===== config.mk =====
export PLATFORM = sky130hd
export DESIGN_NAME = cache_mem_arbiter
export DESIGN_NICKNAME = d
export VERILOG_FILES = /design/src/rtl/cache_mem_arbiter_pkg.sv /design/src/rtl/cache_mem_arbiter_owner_fifo.sv /design/src/rtl/cache_mem_arbiter.sv
export SDC_FILE = /design/constraint.sdc
export NUM_CORES = 1
export LEC_CHECK = 0
export CORE_AREA = 2 2 362 364
export CTS_CLUSTER_DIAMETER = 40
export CTS_CLUSTER_SIZE = 14
export DETAILED_ROUTE_END_ITERATION = 12
export DIE_AREA = 0 0 364 366
export PLACE_DENSITY = 0.36
export SYNTH_ARGS = -nofsm -noshare
export SYNTH_HDL_FRONTEND = slang
export SYNTH_SLANG_ARGS = --single-unit

===== constraint.sdc =====
create_clock -name clk -period 3.6 [get_ports clk]
set_clock_uncertainty 0.1 [all_clocks]
set_input_delay 0.72 -clock clk [delete_from_list [all_inputs] [get_ports clk]]
set_output_delay 0.72 -clock clk [all_outputs]
set_load 0.03 [all_outputs]

===== src/rtl/cache_mem_arbiter_pkg.sv =====
// Shared types for the I/D cache memory arbiter.
// Port ids and FSM state encodings.
package cache_mem_arbiter_pkg;

  localparam logic ID_I = 1'b0;
  localparam logic ID_D = 1'b1;

  typedef enum logic {
    ARB   = 1'b0,
    WDATA = 1'b1
  } state_t;

endpackage


===== src/rtl/cache_mem_arbiter_owner_fifo.sv =====
// Owner FIFO: 1-bit port id per outstanding read, in issue order.
// Ports: clk, reset, push/push_id, pop/pop_id, full, empty.
module owner_fifo #(
  parameter int DEPTH = 4
) (
  input  logic clk,
  input  logic reset,
  input  logic push,
  input  logic push_id,
  input  logic pop,
  output logic pop_id,
  output logic full,
  output logic empty
);

  localparam int AW = $clog2(DEPTH);

  logic [DEPTH-1:0] slot;
  logic [AW-1:0]    wr_ptr;
  logic [AW-1:0]    rd_ptr;
  logic [AW:0]      count;
  logic             do_push;
  logic             do_pop;

  assign full    = (count == (AW+1)'(DEPTH));
  assign empty   = (count == '0);
  assign do_push = push & ~full;
  assign do_pop  = pop & ~empty;
  assign pop_id  = slot[rd_ptr];

  always_ff @(posedge clk or posedge reset) begin
    if (reset) begin
      slot   <= '0;
      wr_ptr <= '0;
      rd_ptr <= '0;
      count  <= '0;
    end else begin
      if (do_push) begin
        slot[wr_ptr] <= push_id;
        wr_ptr       <= wr_ptr + 1'b1;
      end
      if (do_pop)
        rd_ptr <= rd_ptr + 1'b1;
      case ({do_push, do_pop})
        2'b10:   count <= count + 1'b1;
        2'b01:   count <= count - 1'b1;
        default: count <= count;
      endcase
    end
  end

endmodule


===== src/rtl/cache_mem_arbiter.sv =====
// Arbitrates I/D cache requests onto one memory port; routes read responses.
// Optional MEM_ARB_RR_EN: round-robin, else fixed priority D over I.
module cache_mem_arbiter
  import cache_mem_arbiter_pkg::*;
#(
  parameter int MEM_ADDR_BITS   = 28,
  parameter int MEM_DATA_BITS   = 128,
  parameter int MAX_OUTSTANDING = 4
) (
  input  logic                       clk,
  input  logic                       reset,
  input  logic                       i_req_valid,
  output logic                       i_req_ready,
  input  logic [MEM_ADDR_BITS-1:0]   i_req_addr,
  input  logic                       i_req_rw,
  input  logic                       i_data_valid,
  output logic                       i_data_ready,
  input  logic [MEM_DATA_BITS-1:0]   i_data_bits,
  input  logic [MEM_DATA_BITS/8-1:0] i_data_mask,
  output logic                       i_resp_valid,
  output logic [MEM_DATA_BITS-1:0]   i_resp_data,
  input  logic                       d_req_valid,
  output logic                       d_req_ready,
  input  logic [MEM_ADDR_BITS-1:0]   d_req_addr,
  input  logic                       d_req_rw,
  input  logic                       d_data_valid,
  output logic                       d_data_ready,
  input  logic [MEM_DATA_BITS-1:0]   d_data_bits,
  input  logic [MEM_DATA_BITS/8-1:0] d_data_mask,
  output logic                       d_resp_valid,
  output logic [MEM_DATA_BITS-1:0]   d_resp_data,
  output logic                       mem_req_valid,
  input  logic                       mem_req_ready,
  output logic [MEM_ADDR_BITS-1:0]   mem_req_addr,
  output logic                       mem_req_rw,
  output logic                       mem_req_data_valid,
  input  logic                       mem_req_data_ready,
  output logic [MEM_DATA_BITS-1:0]   mem_req_data_bits,
  output logic [MEM_DATA_BITS/8-1:0] mem_req_data_mask,
  input  logic                       mem_resp_valid,
  input  logic [MEM_DATA_BITS-1:0]   mem_resp_data,
  output logic                       orphan_err
);

  state_t state, state_nxt;
  logic   owner, owner_nxt;
  logic   sel, sel_valid, sel_rw;
  logic   dsel;
  logic   req_fire, data_fire;
  logic   push, pop, head_id;
  logic   full, empty;

`ifdef MEM_ARB_RR_EN
  logic rr_ptr, rr_nxt;
`endif

  owner_fifo #(
    .DEPTH(MAX_OUTSTANDING)
  ) u_fifo (
    .clk    (clk),
    .reset  (reset),
    .push   (push),
    .push_id(sel),
    .pop    (pop),
    .pop_id (head_id),
    .full   (full),
    .empty  (empty)
  );

  always_comb begin
`ifdef MEM_ARB_RR_EN
    if (d_req_valid && (!i_req_valid || rr_ptr == ID_D))
      sel = ID_D;
    else if (i_req_valid)
      sel = ID_I;
    else
      sel = rr_ptr;
`else
    sel = d_req_valid ? ID_D : ID_I;
`endif
  end

  assign sel_valid = (sel == ID_D) ? d_req_valid : i_req_valid;
  assign sel_rw    = (sel == ID_D) ? d_req_rw : i_req_rw;
  // Data follows the locked owner during a write, else the current winner.
  assign dsel      = (state == WDATA) ? owner : sel;

  assign i_resp_data = mem_resp_data;
  assign d_resp_data = mem_resp_data;

  always_comb begin
    state_nxt          = state;
    owner_nxt          = owner;
    mem_req_valid      = 1'b0;
    mem_req_addr       = (sel == ID_D) ? d_req_addr : i_req_addr;
    mem_req_rw         = sel_rw;
    i_req_ready        = 1'b0;
    d_req_ready        = 1'b0;
    mem_req_data_valid = 1'b0;
    mem_req_data_bits  = (dsel == ID_D) ? d_data_bits : i_data_bits;
    mem_req_data_mask  = (dsel == ID_D) ? d_data_mask : i_data_mask;
    i_data_ready       = 1'b0;
    d_data_ready       = 1'b0;
    i_resp_valid       = 1'b0;
    d_resp_valid       = 1'b0;
    req_fire           = 1'b0;
    data_fire          = 1'b0;
    push               = 1'b0;
    pop                = 1'b0;
    if (!reset) begin
      mem_req_data_valid =
        (dsel == ID_D) ? d_data_valid : i_data_valid;
      i_data_ready = (dsel == ID_I) & mem_req_data_ready;
      d_data_ready = (dsel == ID_D) & mem_req_data_ready;
      data_fire    = mem_req_data_valid & mem_req_data_ready;
      if (state == ARB) begin
        mem_req_valid = sel_valid & ~full;
        i_req_ready   = (sel == ID_I) & mem_req_ready & ~full;
        d_req_ready   = (sel == ID_D) & mem_req_ready & ~full;
        req_fire      = mem_req_valid & mem_req_ready;
        push          = req_fire & ~sel_rw;
        if (req_fire && sel_rw && !data_fire) begin
          state_nxt = WDATA;
          owner_nxt = sel;
        end
      end else if (data_fire) begin
        state_nxt = ARB;
      end
      pop          = mem_resp_valid & ~empty;
      i_resp_valid = pop & (head_id == ID_I);
      d_resp_valid = pop & (head_id == ID_D);
    end
  end

`ifdef MEM_ARB_RR_EN
  always_comb begin
    rr_nxt = rr_ptr;
    if (req_fire)
      rr_nxt = ~sel;
  end

  always_ff @(posedge clk or posedge reset) begin
    if (reset)
      rr_ptr <= ID_D;
    else
      rr_ptr <= rr_nxt;
  end
`endif

  always_ff @(posedge clk or posedge reset) begin
    if (reset) begin
      state      <= ARB;
      owner      <= ID_D;
      orphan_err <= 1'b0;
    end else begin
      state <= state_nxt;
      owner <= owner_nxt;
      if (mem_resp_valid && empty)
        orphan_err <= 1'b1;
    end
  end

endmodule


==> out/results.ini <==
[drt]
initialDrtViolationCount = 187
vias = 5108
totalWireLength_mm = 72.6
dr.pass1.iters = 4
routed_via_density = 2.00
wire_per_inst_um = 28.5
ant_nets = 0
drc_errors = 0

[yosys]
synth_cell_types = 33
synthMuxAreaShare_pct = 42.9
netlist_area_um2 = 4800
seq_area_frac_synth_pct = 7.32
postSynth.asyncResetShare_pct = 100
synth_flop_cell = dfrtp_1
synthesis.nets = 1014
ys_warn_count = 0
synth-edff-count = 0
ys_seq_elements = 14
synth-simple-area-share_pct = 3.05
syn_area_per_cell_um2 = 9.15
synth_top_family_by_area = multiplexers
synth_xor_area_share_pct = 1.09
synthAdderAreaFrac_pct = 1.72
synth-compound-area-share_pct = 1.33
syn_inst = 525

[timing]
setup_viol = 0
tightest_slew_ps = 528
max_freq_ghz = 0.294
maxSlewViolCount = 0
fin_crit_sh_pct = 94.5
slew_headroom_pct = 64.6
hold_viol_final = 0
period_minus_slack_ps = 3400
rsz0062_at_grt = no
tns_ps = 0
worst_slack_ps = 197

[clock_network]
clk_pin_slew_worst_paths_ps = 50
clkLatencyLatePin_ps = 240
cts_hold_buf = 0
ctsHtreeMaxLevel = 1
ctsResizeCount = 0
root_buffer = clkbuf_16
postCtsSetupRepairBufs = 0
clock_path_buffers = 2
clkSinkCount = 14
cts_buffers = 3
cts_tree = yes

[grt]
grt.overflow.total = 0
grt_max_degree = 40
grt.total_usage_pct = 10.4
grt_pass1_vias = 5903
grt_pass1_wl_mm = 85.8
antenna_found_initial = 21

[setup_path]
critPathKind = in2out
critPathRequiredTime_ps = 2780
crit_path_max_fanout = 27
crit_path_start_kind = primary input
r2r_cells = 9
cp-end-kind = output port
cp.arrival_ps = 2580

[run_status]
status = finished clean

[placed_design]
hpwl_mm = 69.5
detailedPlace.worstSlack_ps = 170
portBuffers = 536
gp_congestion = 0.865

[floorplan]
die_x_um = 364
dieHeight_um = 366
coreArea_um2 = 129000
io_pins = 921
core.rowCount = 132
die_area_um2 = 133000
start_util_pct = 3.72

[final_layout]
seq_area_um2 = 352
multi_input_area_um2 = 2420
nets = 1299
nFillCells = 15000
drive_above_1_share_pct = 43.4
syn_to_final_growth_pct = 128

[hold_path]
hold_class = reg2reg
hold_depth = 1

[pwr]
p_switching_uw = 2780
power.density_nw_per_um2 = 479
swShare_pct = 53.0
power_frac_comb_pct = 89.5
internal_power_uw = 2470
vdd_drop_max_uv = 173
pwr-share-seq_pct = 6.0
power_uw = 5250
clock_power_share_pct = 4.5
leakage_uw = 0.00371

[flow_run]
max_cap_violations = 0

[power by group through the flow]
stage	clock network, µW	logic [µW]	registers [µW]
after global routing	253	4950	329
after floorplan	0	2540	299
after detailed placement	0	4870	315
after CTS	241	4890	317
after global placement	0	4870	313
final	238	4700	316
[metal layers]
metal | vias to the layer above | wire (µm) | GRT usage (%)
met5 | - | 205 | 0.363
met4 | 26 | 284 | 0.287
met3 | 48 | 9090 | 5.41
met2 | 621 | 34100 | 17.7
met1 | 2333 | 28900 | 12.2
li1 | 2080 | - | -
[state kept, by name, indices dropped and copies added, names as in the netlist]
| name | count |
|---|---|
| orphan_err | 1 |
| owner | 1 |
| state | 1 |
| u_fifo.count | 3 |
| u_fifo.rd_ptr | 2 |
| u_fifo.slot | 4 |
| u_fifo.wr_ptr | 2 |
[cell families after synthesis]
| family | count (synthesis) |
|---|---|
| AND/OR/NAND/NOR | 27 |
| AO/OA/AOI/OAI | 7 |
| adder cells (fa/ha/maj) | 6 |
| buffers and inverters | 284 |
| XOR/XNOR | 6 |
| flip-flops | 14 |
| multiplexers | 181 |
[worst paths after layout]
kind | start | slack, ps | endpoint
setup / recovery | d_req_valid | 200 | mem_req_data_bits[8]
min in group asynchronous | reset | 1170 | u_fifo.wr_ptr[0]
max in group asynchronous | reset | 1990 | owner
hold / removal | orphan_err | 390 | orphan_err
setup reg to reg | u_fifo.count[0] | 1160 | u_fifo.count[2]
hold reg to reg | orphan_err | 390 | orphan_err
[stage by stage]
stage | std cells | area (µm²) | utilization, % | hold WS, ps
finish | 2552 | 11000 | 8.51 | 394
global placement | 2547 | 10900 | 8.44 | 364
detailed placement | 2547 | 10900 | 8.44 | 383
global route | 2551 | 11000 | 8.51 | 416
CTS | 2551 | 11000 | 8.51 | 400
floorplan | 525 | 4800 | - | 353
[Yosys cell counts, types with 2 or more instances]
cell type,n,area share (%)
buf_4,256,40
and2_1,2,0.26
nor4_1,2,0.26
nor2_1,5,0.39
ha_1,5,1.3
inv_1,8,0.63
o21ai_0,2,0.21
mux2_4,4,1.3
xor2_1,3,0.55
buf_1,3,0.23
buf_2,16,1.7
nor3_1,2,0.21
xnor2_1,3,0.55
mux2i_1,3,0.63
mux2_2,173,41
nand2_1,9,0.70
dfrtp_1,13,6.8
[final cells by class]
type,count,area share [%]
tap,1742,19.9
multi-input combinational,227,22.0
inverter,8,0.274
clock buffer,4,0.809
antenna,1,0.0228
sequential,14,3.20
timing repair buffer,556,53.8
[critical path: stages]
cell	delay, ps
buf_2	140
mux2i_4	230
buf_12	230
buf_12	240
buf_12	230
mux2_2	480
buf_12	180
[cell usage in the layout, fill, tap and decap left out, types with 2 or more instances in the layout]
| master | synthesis | final |
|---|---|---|
| inv_1 | 8 | 8 |
| xor2_1 | 3 | 3 |
| dfrtp_1 | 13 | 13 |
| mux2_4 | 4 | 4 |
| nand2_1 | 9 | 9 |
| nor2_1 | 5 | 5 |
| nor3_1 | 2 | 2 |
| ha_1 | 5 | 5 |
| mux2i_1 | 3 | 2 |
| clkbuf_16 | 0 | 3 |
| clkdlybuf4s50_1 | 0 | 392 |
| nor4_1 | 2 | 2 |
| buf_4 | 256 | 103 |
| buf_12 | 0 | 60 |
| o21ai_0 | 2 | 2 |
| xnor2_1 | 3 | 3 |
| and2_1 | 2 | 2 |
| mux2_2 | 173 | 173 |
(Power assumes the default switching activity.)
==> RTL edit (same flow settings) <==
`MEM_ADDR_BITS`: 28 -> 56.
--- a/src/rtl/cache_mem_arbiter.sv
+++ b/src/rtl/cache_mem_arbiter.sv
@@ -3,7 +3,7 @@
 module cache_mem_arbiter
   import cache_mem_arbiter_pkg::*;
 #(
-  parameter int MEM_ADDR_BITS   = 28,
+  parameter int MEM_ADDR_BITS   = 56,
   parameter int MEM_DATA_BITS   = 128,
   parameter int MAX_OUTSTANDING = 4
 ) (
Interface: changed (resized d_req_addr, i_req_addr and mem_req_addr); port bits go from 921 to 1005. The function was not compared with the original's and may differ.
==> RTL edit against the unedited design <==
- sequential power is 3% lower
- worst setup slack worse by 19 ps
- cell area is 13% higher
- via count is 15% higher
- sequential cell count stayed put
- wire length is 23% higher
- area after synthesis is 6.6% higher
- first-iteration DRC count is 36% higher
- count of clock-buffer cells in the layout stayed put
- power is 9.1% higher
- critical endpoint is now mem_req_data_valid
- largest power group unchanged
==> RTL edit: results <==
metrics = {
    "status": {
        "status": "complete, no violations",
    },
    "power_and_ir_drop": {
        "p_int_mw": 2.73,
        "combPwrFrac": 0.905,
        "peakVddDrop_mv": 0.231,
        "cellLeakagePower_nw": 4.29,
        "p_seq_frac": 0.054,
        "pg_seq_mw": 0.308,
    },
    "worst_setup_path": {
        "crit_end": "mem_req_data_valid",
        "worstPathMaxFanout": 15,
        "critPathSlowestCell": "mux2i_1",
        "r2r_setup_slack_ps": 1120,
        "slowest_delay_ps": 720,
        "cp_top_family": "multiplexers",
        "worstRegToRegCells": 8,
    },
    "clock_tree": {
        "cts-buffers-inserted": 3,
        "post-cts-setup-buffer-count": 0,
    },
    "placement": {
        "gp_congestion": 0.864,
        "dp_cells": 2663,
        "dp_slack_ps": 60.4,
        "port_buffers": 620,
        "dpl_cell_area_um2": 12300,
        "hpwl_um": 85800,
    },
    "yosys": {
        "syn_inst": 556,
        "synth_cell_types": 32,
        "synth_nets": 1101,
        "ys_seq_area_frac": 0.0687,
        "synthTopCellsByCount": "256 x buf_4, 201 x mux2_2, 20 x buf_2",
    },
    "routing": {
        "routed_wl_um": 89500,
        "avgViaCountPerCell": 2.20,
        "met3_length_um": 14100,
        "first_iter_violations": 254,
        "vias": 5872,
        "wl_met2_um": 39400,
        "wl_met1_um": 34800,
    },
    "finish": {
        "multi_input_area_share": 0.219,
        "buffer_area_frac": 0.566,
        "multi_input_cells": 255,
        "nFillCells": 14900,
        "num_antenna_cells": 5,
        "buffers": 644,
        "clock_area_frac": 0.00717,
        "final_nets": 1471,
        "syn2layout_area_growth_pct": 142,
        "seq-cell-share": 0.0284,
        "drive_above_1_share": 0.437,
    },
    "grt": {
        "grt_pass1_vias": 6459,
        "grt_pass1_wl_um": 103000,
        "grtUsageTotal": 0.129,
        "grt_start_max_net_pins": 42,
    },
    "timing": {
        "maxSlewHeadroom": 0.419,
    },
}
RTL edit: cell types whose count changed in the layout (fill, tap and decap cells not counted), sizes merged:
cell,delta
clkdlybuf4s50,+59
buf,+29
mux2,+28
diode,+4
RTL edit: routing by layer:
metal,vias to the layer above,GRT usage
met3,106,0.0864
met5,-,0
met2,645,0.202
met1,2685,0.149
li1,2370,-
met4,66,0.0120
RTL edit: cell families (layout without fill, tap and decap cells):
family          Yosys count  after routing  share of synthesized area
fa+ha+maj                 6              6                     0.0161
compound gates            7              7                     0.0125
other cells               0              5                          0
xor+xnor                  6              6                     0.0103
simple gates             27             27                     0.0286
flops                    14             14                     0.0687
buf+inv                 287            656                      0.403
mux                     209            209                      0.461
RTL edit: worst register-to-register path, stage by stage (launching register included):
cell	delay (ps)
dfrtp_1	410
nor3_1	100
nor3b_1	570
ha_1	300
inv_1	70
fa_1	430
xor2_1	150
nor2_1	120
xor2_1	160
